`config.mk`:
```
export PLATFORM = sky130hd
export DESIGN_NAME = async_req_arbiter
export DESIGN_NICKNAME = d
export VERILOG_FILES = /design/src/rtl/arb_pkg.sv /design/src/rtl/sync_high.sv /design/src/rtl/async_req_arbiter.sv
export SDC_FILE = /design/constraint.sdc
export NUM_CORES = 1
export LEC_CHECK = 0
export BUFFER_PORTS_ARGS = -buffer_cell sky130_fd_sc_hd__buf_4
export CAP_MARGIN = 20
export CORE_MARGIN = 1.5
export CORE_UTILIZATION = 58
export DETAILED_ROUTE_END_ITERATION = 6
export PLACE_DENSITY = 0.81
export SYNTH_ARGS = -nofsm -noshare
export SYNTH_HDL_FRONTEND = slang
export SYNTH_SLANG_ARGS = --single-unit
```
`constraint.sdc`:
```
create_clock -name clk -period 6 [get_ports clk]
set_clock_uncertainty 0.1 [all_clocks]
set_input_delay 1.8 -clock clk [delete_from_list [all_inputs] [get_ports clk]]
set_output_delay 1.8 -clock clk [all_outputs]
set_load 0.02 [all_outputs]
```
`src/rtl/arb_pkg.sv`:
```
// rtl/arb_pkg.sv - shared types and round-robin helper for async_req_arbiter
package arb_pkg;

  typedef enum logic {IDLE, GRANT} arb_state_t;

  localparam int ARB_MAX_REQ = 16;

  // Nearest set bit after last wins; scanning from the farthest inward leaves it last-assigned.
  function automatic int rr_pick(input logic [ARB_MAX_REQ-1:0] pend, input int last, input int n);
    int idx;
    rr_pick = last;
    for (int k = n; k >= 1; k--) begin
      idx = (last + k) % n;
      if (pend[idx]) rr_pick = idx;
    end
  endfunction

endpackage

```
`src/rtl/sync_high.sv`:
```
// rtl/sync_high.sv - two-flop synchronizer that resets high (idle level of request lines)
module sync_high (
  input  logic clk,
  input  logic n_rst,
  input  logic d,
  output logic q
);

  logic s1;

  always_ff @(posedge clk or negedge n_rst) begin
    if (!n_rst) begin
      s1 <= 1'b1;
      q  <= 1'b1;
    end else begin
      s1 <= d;
      q  <= s1;
    end
  end

endmodule

```
`src/rtl/async_req_arbiter.sv`:
```
// rtl/async_req_arbiter.sv - round-robin arbiter for async active-low request strobes with ack/timeout
module async_req_arbiter
  import arb_pkg::*;
#(
  parameter int NUM_REQ = 4,
  parameter int TIMEOUT = 16
) (
  input  logic                       clk,
  input  logic                       n_rst,
  input  logic [NUM_REQ-1:0]         async_req_n,
  input  logic                       ack,
  output logic [NUM_REQ-1:0]         grant,
  output logic                       grant_valid,
  output logic [$clog2(NUM_REQ)-1:0] grant_id,
  output logic [NUM_REQ-1:0]         pending,
  output logic                       overflow,
  output logic                       timeout
);

  localparam int IDW = $clog2(NUM_REQ);
  localparam int TW  = (TIMEOUT > 0) ? $clog2(TIMEOUT + 1) : 1;
  localparam logic [TW-1:0] T_LAST = TW'((TIMEOUT > 0) ? TIMEOUT - 1 : 0);
  localparam logic [TW-1:0] T_MAX  = {TW{1'b1}};

  logic [NUM_REQ-1:0] sync_q, prev_q, fall, clr, pending_d;
  logic               overflow_d, grant_load, tmo_hit;
  logic [IDW-1:0]     winner, last_id, last_id_d, grant_id_d;
  logic [NUM_REQ-1:0] grant_d;
  logic               grant_valid_d, timeout_d;
  logic [TW-1:0]      timer, timer_d;
  arb_state_t         state, state_d;

  for (genvar i = 0; i < NUM_REQ; i++) begin : g_sync
    sync_high u_sync (
      .clk   (clk),
      .n_rst (n_rst),
      .d     (async_req_n[i]),
      .q     (sync_q[i])
    );
  end

  always_ff @(posedge clk or negedge n_rst) begin
    if (!n_rst) prev_q <= '1;
    else        prev_q <= sync_q;
  end

  // A fresh edge in the clearing cycle survives as a new pending request.
  always_comb begin
    fall       = prev_q & ~sync_q;
    winner     = IDW'(rr_pick(ARB_MAX_REQ'(pending), int'(last_id), NUM_REQ));
    grant_load = (state == IDLE) && (|pending);
    clr        = grant_load ? (NUM_REQ'(1) << winner) : '0;
    pending_d  = (pending & ~clr) | fall;
    overflow_d = |(fall & pending & ~clr);
    tmo_hit    = (TIMEOUT != 0) && (state == GRANT) && !ack && (timer == T_LAST);
  end

  always_ff @(posedge clk or negedge n_rst) begin
    if (!n_rst) begin
      state       <= IDLE;
      pending     <= '0;
      overflow    <= 1'b0;
      grant       <= '0;
      grant_valid <= 1'b0;
      grant_id    <= '0;
      timeout     <= 1'b0;
      timer       <= '0;
      last_id     <= IDW'(NUM_REQ - 1);
    end else begin
      state       <= state_d;
      pending     <= pending_d;
      overflow    <= overflow_d;
      grant       <= grant_d;
      grant_valid <= grant_valid_d;
      grant_id    <= grant_id_d;
      timeout     <= timeout_d;
      timer       <= timer_d;
      last_id     <= last_id_d;
    end
  end

  always_comb begin
    state_d = state;
    case (state)
      IDLE:    if (grant_load) state_d = GRANT;
      GRANT:   if (ack || tmo_hit) state_d = IDLE;
      default: state_d = IDLE;
    endcase
  end

  // Ack takes priority over the timeout terminal count (tmo_hit already requires !ack).
  always_comb begin
    grant_d       = grant;
    grant_valid_d = grant_valid;
    grant_id_d    = grant_id;
    timer_d       = timer;
    last_id_d     = last_id;
    timeout_d     = 1'b0;
    case (state)
      IDLE: begin
        grant_d       = '0;
        grant_valid_d = 1'b0;
        grant_id_d    = '0;
        if (grant_load) begin
          grant_d       = NUM_REQ'(1) << winner;
          grant_valid_d = 1'b1;
          grant_id_d    = winner;
          timer_d       = '0;
          last_id_d     = winner;
        end
      end
      GRANT: begin
        if (ack || tmo_hit) begin
          grant_d       = '0;
          grant_valid_d = 1'b0;
          grant_id_d    = '0;
          timeout_d     = tmo_hit;
        end else if (timer != T_MAX) begin
          timer_d = timer + 1'b1;
        end
      end
      default: begin
        grant_d       = '0;
        grant_valid_d = 1'b0;
        grant_id_d    = '0;
      end
    endcase
  end

endmodule

```
### Word-level counts from Yosys, hierarchy flattened

Cells that the tools add are included.

* bits of input ports: 7
* bits in registers: 33
* memories: 0
* memory bits (read-only): 0
* latch bits: 0
* output and inout bits: 13
* RAM bits: 0

* shifts and indexed selects: 1
* add/sub/neg operators: 5
* magnitude comparators: 4
* reductions and logical operators: 13
* muxes and demuxes: 33
* multipliers: 0
* eq/ne operators: 6
* divide/modulo/power cells: 0
* bitwise logic cells: 12

Operators by type and width (count)
* 3-bit by 6-bit less-than comparator with 1-bit output (second input constant): 4
* 4-bit AND: 4
* 5-bit 2-to-1 mux: 3
* 1-bit 2-to-1 mux: 13
* 1-bit binary-select mux with 3-bit select: 4
* 2-bit 2-to-1 mux: 6
* 5-bit case mux with 2 select lines: 1
* 4-bit 2-to-1 mux: 2
* 4-bit inverter: 2
* 4-bit case mux with 2 select lines: 1
* 2-bit OR reduction: 4
* 4-bit OR reduction: 2
* 5-bit by 1-bit adder with 5-bit output (second input constant): 1
* 5-bit by 4-bit equality test with 1-bit output (second input constant): 1
* 5-bit inequality test (second input constant): 1
* 2-bit by 1-bit adder with 2-bit output (second input constant): 2
* 2-bit adder (second input constant): 2
* 1-bit AND (first input constant): 4
* 2-bit by 1-bit inequality test with 1-bit output (second input constant): 2
* 2-bit inequality test (second input constant): 2
* 4-bit OR: 1
* 1-bit case mux with 2 select lines: 2
* 2-bit case mux with 2 select lines: 1
* 1-bit by 2-bit left shift with 4-bit output (first input constant): 1
* 6 further kinds: 8

### Longest topological paths before layout

Gate-level depths: netlist (run 1).

* depth after elaboration: 15
* depth in mapped cells: 8

### Cells and area by module

A second synthesis (run 1) with hierarchy kept.

* cells, all modules: 117
* area, all modules: 1426.4 um2

Modules (own cells, without submodules)
* async_req_arbiter: cells each 109, area an instance 1216.2 um2, times used 1, seq. area each 633.1 um2
* sync_high: cells each 2, area an instance 52.6 um2, times used 4, seq. area each 52.6 um2

### Worst setup path after synthesis (run 1)

Ideal clock, no wire load.

* path kind: input to register
* start point: input ack
* end point: register timer[3]
* arrival time: 2.632 ns
* path buffers: 0
* slack: 3.149 ns
* stages: 5
* library setup time: 0.119 ns
* cell sequence: nor3b_4 and2b_1 nand4_1 xor2_1 nor2_2

* longest elaborated chain between the ends: 6

RTL lines
* from (decl): line async_req_arbiter.sv:11 `input logic ack,`
* 1-bit zero test: line async_req_arbiter.sv:55 `tmo_hit = (TIMEOUT != 0) && (state == GRANT) && !ack && (timer == T_LAST);`
* 1-bit logical AND (2 in a row): line async_req_arbiter.sv:55
* 1-bit logical OR *: line async_req_arbiter.sv:113 `if (ack || tmo_hit) begin`
* 2-bit inequality test (no line) *
* 3-bit AND reduction (no line) *
* to (signal assigned): line async_req_arbiter.sv:77 `timer <= timer_d;`
* to (decl): line async_req_arbiter.sv:30 `logic [TW-1:0] timer, timer_d;`

Mark *: on every way between the ends. The rest lies on a longest branch, timed or not.
A chain may end at the register's enable or synchronous reset.

### Worst setup path after layout (run 1)

* start point: register pending[1]
* end point: output pending[1]

RTL lines
* from (decl): line async_req_arbiter.sv:15 `output logic [NUM_REQ-1:0] pending,`
* from (signal assigned): line async_req_arbiter.sv:71 `pending <= pending_d;`

No word-level cell between the ends.

==> impl_metrics.yaml, run 1 <==
run_status:
  status: "finished, final reports clean"
synthesis:
  syn-num-nets: 125
  syn_inst: 115
  yosys.area.top_type: "dfrtp_1"
  synth_seq_area_share_pct: 61.2
  yosys_warnings: 0
  yosys_register_bits: 33
  synth_area_sq_um: 1380
  synth.avg_cell_area_sq_um: 12.0
  synth_top_area_share_pct: 34.5
  synth_area_leaders: "dfrtp_1 (35%), dfstp_2 (27%), ha_1 (2.7%)"
  post_synth_num_cell_types: 36
worst_setup_path:
  crit_cells: 1
  criticalPathCategory: "reg -> out"
  critPathLaunchType: "flip-flop"
  cp_max_fo: 9
  critical_path.top_delay_family: "flip-flops"
  timing.rr.end: "timer[3]"
  ff2ff_path_depth: 8
  crit_chain: "buf_4"
  startpoint: "pending[1]"
  critPathArrivalTime_ns: 1.03
  regToRegStartpoint: "timer[0]"
  endpoint_kind: "primary output"
  required_ns: 4.10
  r2r_slack_ns: 3.75
  slowest_stage: "dfrtp_1"
  cp_num_buf_inv: 1
  critPathMaxStageDelay_ns: 0.51
min_path:
  hold_path_end: "g_sync[1].u_sync.q"
  hold_class: "reg -> reg"
  min_path_cells: 0
  worstHoldStart: "g_sync[1].u_sync.s1"
detailed_routing:
  wl_mm: 2.45
  viasPerCell: 5.62
  firstDrtPassIters: 4
  drc_errors: 0
  wire_per_inst_um: 14.6
  vias: 944
  ant_nets: 0
  drt_iter0_drc: 11
sta:
  grt_setup_unrepaired: "false"
  relSlewSlack_pct: 61.7
  max_freq_mhz: 341
  min_period_ns: 2.93
  final_max_slew_viol_count: 0
  setup_viol: 0
  fin_crit_sh_pct: 48.9
  finalHoldViolCount: 0
  tightest_slew_ns: 0.575
  fin_tns_setup_ns: 0
clock_tree:
  ctsResizeCount: 0
  cts_buffer_depth: 2
  htree_num_levels: 2
  post-cts-setup-buffers: 0
  clock_latency_ns: 0.32
  numCtsBuffers: 5
  root_buffer: "clkbuf_4"
  clock-sinks: 33
  cts-hold-fix-buffers: 0
  cts_tree: "done"
  clk_pin_slew_worst_paths_ns: 0.10
die:
  die_area_sq_um: 2680
  die_x_um: 51.7
  ios: 20
  core-area_sq_um: 2230
  start_util_pct: 61.7
  die_y_um: 51.7
  rows: 17
global_routing:
  met1_usage_pct: 32.7
  grt_util_met2_pct: 33.1
  grt_max_degree: 34
  grt_pass1_vias: 920
  grt_usage_pct: 23.1
  use_met3_pct: 7.47
  grt-busiest-layer: "met2"
  grt_pass1_wl_mm: 4.35
  antenna_found_initial: 0
  gr-total-overflow: 0
power_and_ir_drop:
  cellLeakagePower_nw: 0.747
  powerDensity_nw_per_um2: 471
  ir_drop_mv: 0.287
  power_mw: 0.751
place:
  gp_routability_congestion: 0.830
  io_buffers: 19
  dp_hpwl_mm: 1.72
finish:
  fin_util_pct: 71.3
  area_growth_pct: 15.6
  n_antenna_cell: 0
  multiInputGateArea_sq_um: 495
  fin_nets: 149
  seq_area_sq_um: 843
  final_cell_mix: "dfrtp_1 (19), buf_4 (19), dfstp_2 (14)"
  layout-drive-gt1-share_pct: 33.6
  fill_cells: 171
job:
  drv_cap: 0
## synth_stat cells (all sizes together)
cell type / count
inv: 7
dfstp: 14
nor3b: 1
and3: 2
o211ai: 2
o21ai: 8
o21bai: 1
nand2b: 4
ha: 3
nor4b: 1
nor2: 8
nand3: 2
a211oi: 1
or3b: 1
buf: 2
o21a: 2
dfrtp: 19
a21o: 4
or2: 1
and3b: 1
nand2: 9
nor2b: 4
and2b: 1
o2bb2ai: 2
xor2: 2
a21oi: 4
nand4: 4
o2111ai: 3
a22o: 2
## per-stage QoR
stage | std cells | hold slack [ns] | worst slack (ns) | cell area (sq um)
after global routing | 168 | 0.257 | 3.02 | 1590
final | 168 | 0.241 | 3.07 | 1590
after floorplan | 115 | 0.245 | 3.15 | 1380
after CTS | 168 | 0.243 | 3.06 | 1590
after global placement | 160 | 0.246 | 2.91 | 1540
after detailed placement | 160 | 0.249 | 2.88 | 1540
## routing by layer
metal	share of wire [%]	routed length (um)
met1	47	1160
met2	44	1090
met3	6.2	152
met4	2.0	49
met5	0	0
## cell families after synthesis
group	after synthesis	share of synthesized area, %
buffers and inverters	9	2.82
xor gates and xnor gates	2	1.27
and+or+nand+nor	39	16.8
adders and majority gates	3	2.73
AOI/OAI and AO/OA	29	15.2
DFF	33	61.2
## worst max-delay path by stage
stage / to
global placement: timer[3]
finish: pending[1]
detailed placement: timer[3]
CTS: pending[1]
global route: pending[3]
floorplan: timer[3]
## state kept, by name, indices dropped and copies added, names as in the netlist, 2 cells and up
| signal | count |
|---|---|
| last_id | 2 |
| g_sync.u_sync.q | 4 |
| g_sync.u_sync.s1 | 4 |
| timer | 5 |
| pending | 4 |
| grant | 4 |
| prev_q | 4 |
| grant_id | 2 |
## area by class of cell
type | instances | area share (%)
Clock buffer | 7 | 2.83
Clock inverter | 1 | 0.314
Inverter | 7 | 1.65
Multi-Input combinational cell | 73 | 31.1
Sequential cell | 33 | 52.9
Tap cell | 28 | 2.20
Timing Repair Buffer | 19 | 8.96
## where the power goes
part	leakage (nW)	total [mW]	switching [mW]	internal, mW
Clock	0.0293	0.115	0.0698	0.0456
Sequential	0.383	0.343	0.0618	0.282
Combinational	0.334	0.292	0.168	0.124
(Power assumes the default switching activity.)
==> run 2, diff against run 1 <==
CORE_UTILIZATION = 55   (was 58)
PLACE_DENSITY = 0.77   (was 0.81)
clock period = 2.94 ns   (was 6 ns; I/O delays follow)
==> run 2 against run 1 <==
Count of clock-buffer cells in the layout did not move. Sequential power rose by 100%. Wire length fell by 4.6%. Hold slack improved by 0.016 ns. Setup slack got worse by 2.4 ns. Register-to-register slack got worse by 3.0 ns. Sequential share of layout area fell by 1.1 points. Die area rose by 5.1%. Global-route usage fell by 2.0 points. Sequential cell count did not move. Cell count did not move. Critical endpoint is now timer[3]. Largest power group unchanged. Highest routed layer unchanged.
==> impl_metrics.yaml, run 2 (synthesized netlist as in run 1, its figures left out) <==
place:
  io_buffers: 19
  gp_routability_congestion: 0.835
  dp_hpwl_mm: 1.66
  place_area_sq_um: 1540
  placed_cells: 160
clock_tree:
  cts-hold-fix-buffers: 0
  clk_pin_slew_worst_paths_ns: 0.10
  post-cts-setup-buffers: 0
  clock-sinks: 33
  htree_num_levels: 2
  ctsResizeCount: 0
  numCtsBuffers: 5
  root_buffer: "clkbuf_4"
  cts_buffer_depth: 2
  clock_latency_ns: 0.32
  cts_tree: "done"
die:
  die_y_um: 53.0
  start_util_pct: 60.0
  core-area_sq_um: 2300
  rows: 17
  die_x_um: 53.0
  ios: 20
  die_area_sq_um: 2810
detailed_routing:
  wl_mm: 2.33
  ant_nets: 0
  drc_errors: 0
  wl_met1_mm: 1.07
  viasPerCell: 5.48
  vias: 920
  drt_iter0_drc: 12
  wire_per_inst_um: 13.9
  top_layer: "met4"
  firstDrtPassIters: 4
  wl_met3_um: 85
  wl_met2_mm: 1.14
power_and_ir_drop:
  powerDensity_nw_per_um2: 1000
  cellLeakagePower_nw: 0.763
  ir_drop_mv: 0.605
  power_mw: 1.63
worst_setup_path:
  critPathMaxStageDelay_ns: 0.42
  critPathLaunchType: "flip-flop"
  required_ns: 3.04
  crit_path_frequent_cell: "ha_1"
  critical_path.top_delay_family: "simple AND/OR/NAND/NOR gates"
  cp_max_fo: 10
  crit_chain: "ha_1, and3_1, ha_1, nor3b_4, and2b_1, nand4_1, xor2_1, nor2_2"
  cp_num_buf_inv: 0
  criticalPathCategory: "reg -> reg"
  slowest_stage: "dfrtp_1"
  critPathArrivalTime_ns: 2.34
  endpoint_kind: "flip-flop"
finish:
  area_growth_pct: 18.2
  multiInputGateArea_sq_um: 495
  layout-drive-gt1-share_pct: 34.3
  fill_cells: 176
  final_cell_mix: "dfrtp_1 (19), buf_4 (19), dfstp_2 (14)"
  fin_nets: 149
  seq_area_sq_um: 843
  n_antenna_cell: 0
  fin_cells: 168
  final_area_sq_um: 1630
  largest_reg_flops: 5
  regMostFlops: "timer"
job:
  drv_cap: 0
global_routing:
  gr-total-overflow: 0
  grt_max_degree: 34
  grt_usage_pct: 21.1
  grt_pass1_wl_mm: 4.04
  antenna_found_initial: 0
  grt_pass1_vias: 889
sta:
  fin_tns_setup_ns: 0
  finalHoldViolCount: 0
  max_freq_mhz: 447
  relSlewSlack_pct: 61.8
  grt_setup_unrepaired: "false"
  tightest_slew_ns: 0.572
  min_period_ns: 2.23
  timing.hold.ws_ns: 0.257
  fin_crit_sh_pct: 76.0
  setup_viol: 0
  final_max_slew_viol_count: 0
run_status:
  status: "finished, final reports clean"
min_path:
  hold_class: "reg -> reg"
[run 2: worst register-to-register path, stage by stage (launching register included)]
cell and delay [ns]:
dfrtp_1 0.42, ha_1 0.22, and3_1 0.20, ha_1 0.23, nor3b_4 0.37, and2b_1 0.25
nand4_1 0.13, xor2_1 0.17, nor2_2 0.04
[run 2: cell type report]
cell class,instances,area share (%)
Timing Repair Buffer,19,8.76
Clock buffer,7,3.38
Sequential cell,33,51.8
Multi-Input combinational cell,73,30.4
Tap cell,28,2.15
Inverter,7,1.61
Clock inverter,1,1.84
[run 2: stage by stage]
step / utilization, % / setup slack, ns
6_report: 70.9 / 0.705
5_1_grt: 70.9 / 0.540
4_1_cts: 70.9 / 0.688
3_5_place_dp: 67.2 / 0.691
3_3_place_gp: 67.2 / 0.773
2_1_floorplan: - / 0.906
[run 2: routing by layer]
| layer | vias up | GRT usage, % |
|---|---|---|
| met4 | 0 | 10.3 |
| met1 | 449 | 27.1 |
| li1 | 449 | - |
| met3 | 5 | 7.63 |
| met2 | 17 | 31.7 |
| met5 | - | 0 |
[run 2: final timing paths]
kind | cells past startpoint | to | from | slack, ns
max | 8 | timer[3] | timer[0] | 0.71
min | 0 | g_sync[1].u_sync.q | g_sync[1].u_sync.s1 | 0.26
max reg2reg | 8 | timer[3] | timer[0] | 0.71
min reg2reg | 0 | g_sync[1].u_sync.q | g_sync[1].u_sync.s1 | 0.26
max in group asynchronous | 1 | g_sync[2].u_sync.q | n_rst | 2.04
min in group asynchronous | 1 | grant[3] | n_rst | 0.38
[run 2: power by group]
part | switching [mW] | total [mW] | internal, mW | leakage [nW]
sequential | 0.113 | 0.688 | 0.575 | 0.383
clock | 0.142 | 0.345 | 0.203 | 0.0455
combinational | 0.342 | 0.595 | 0.253 | 0.334
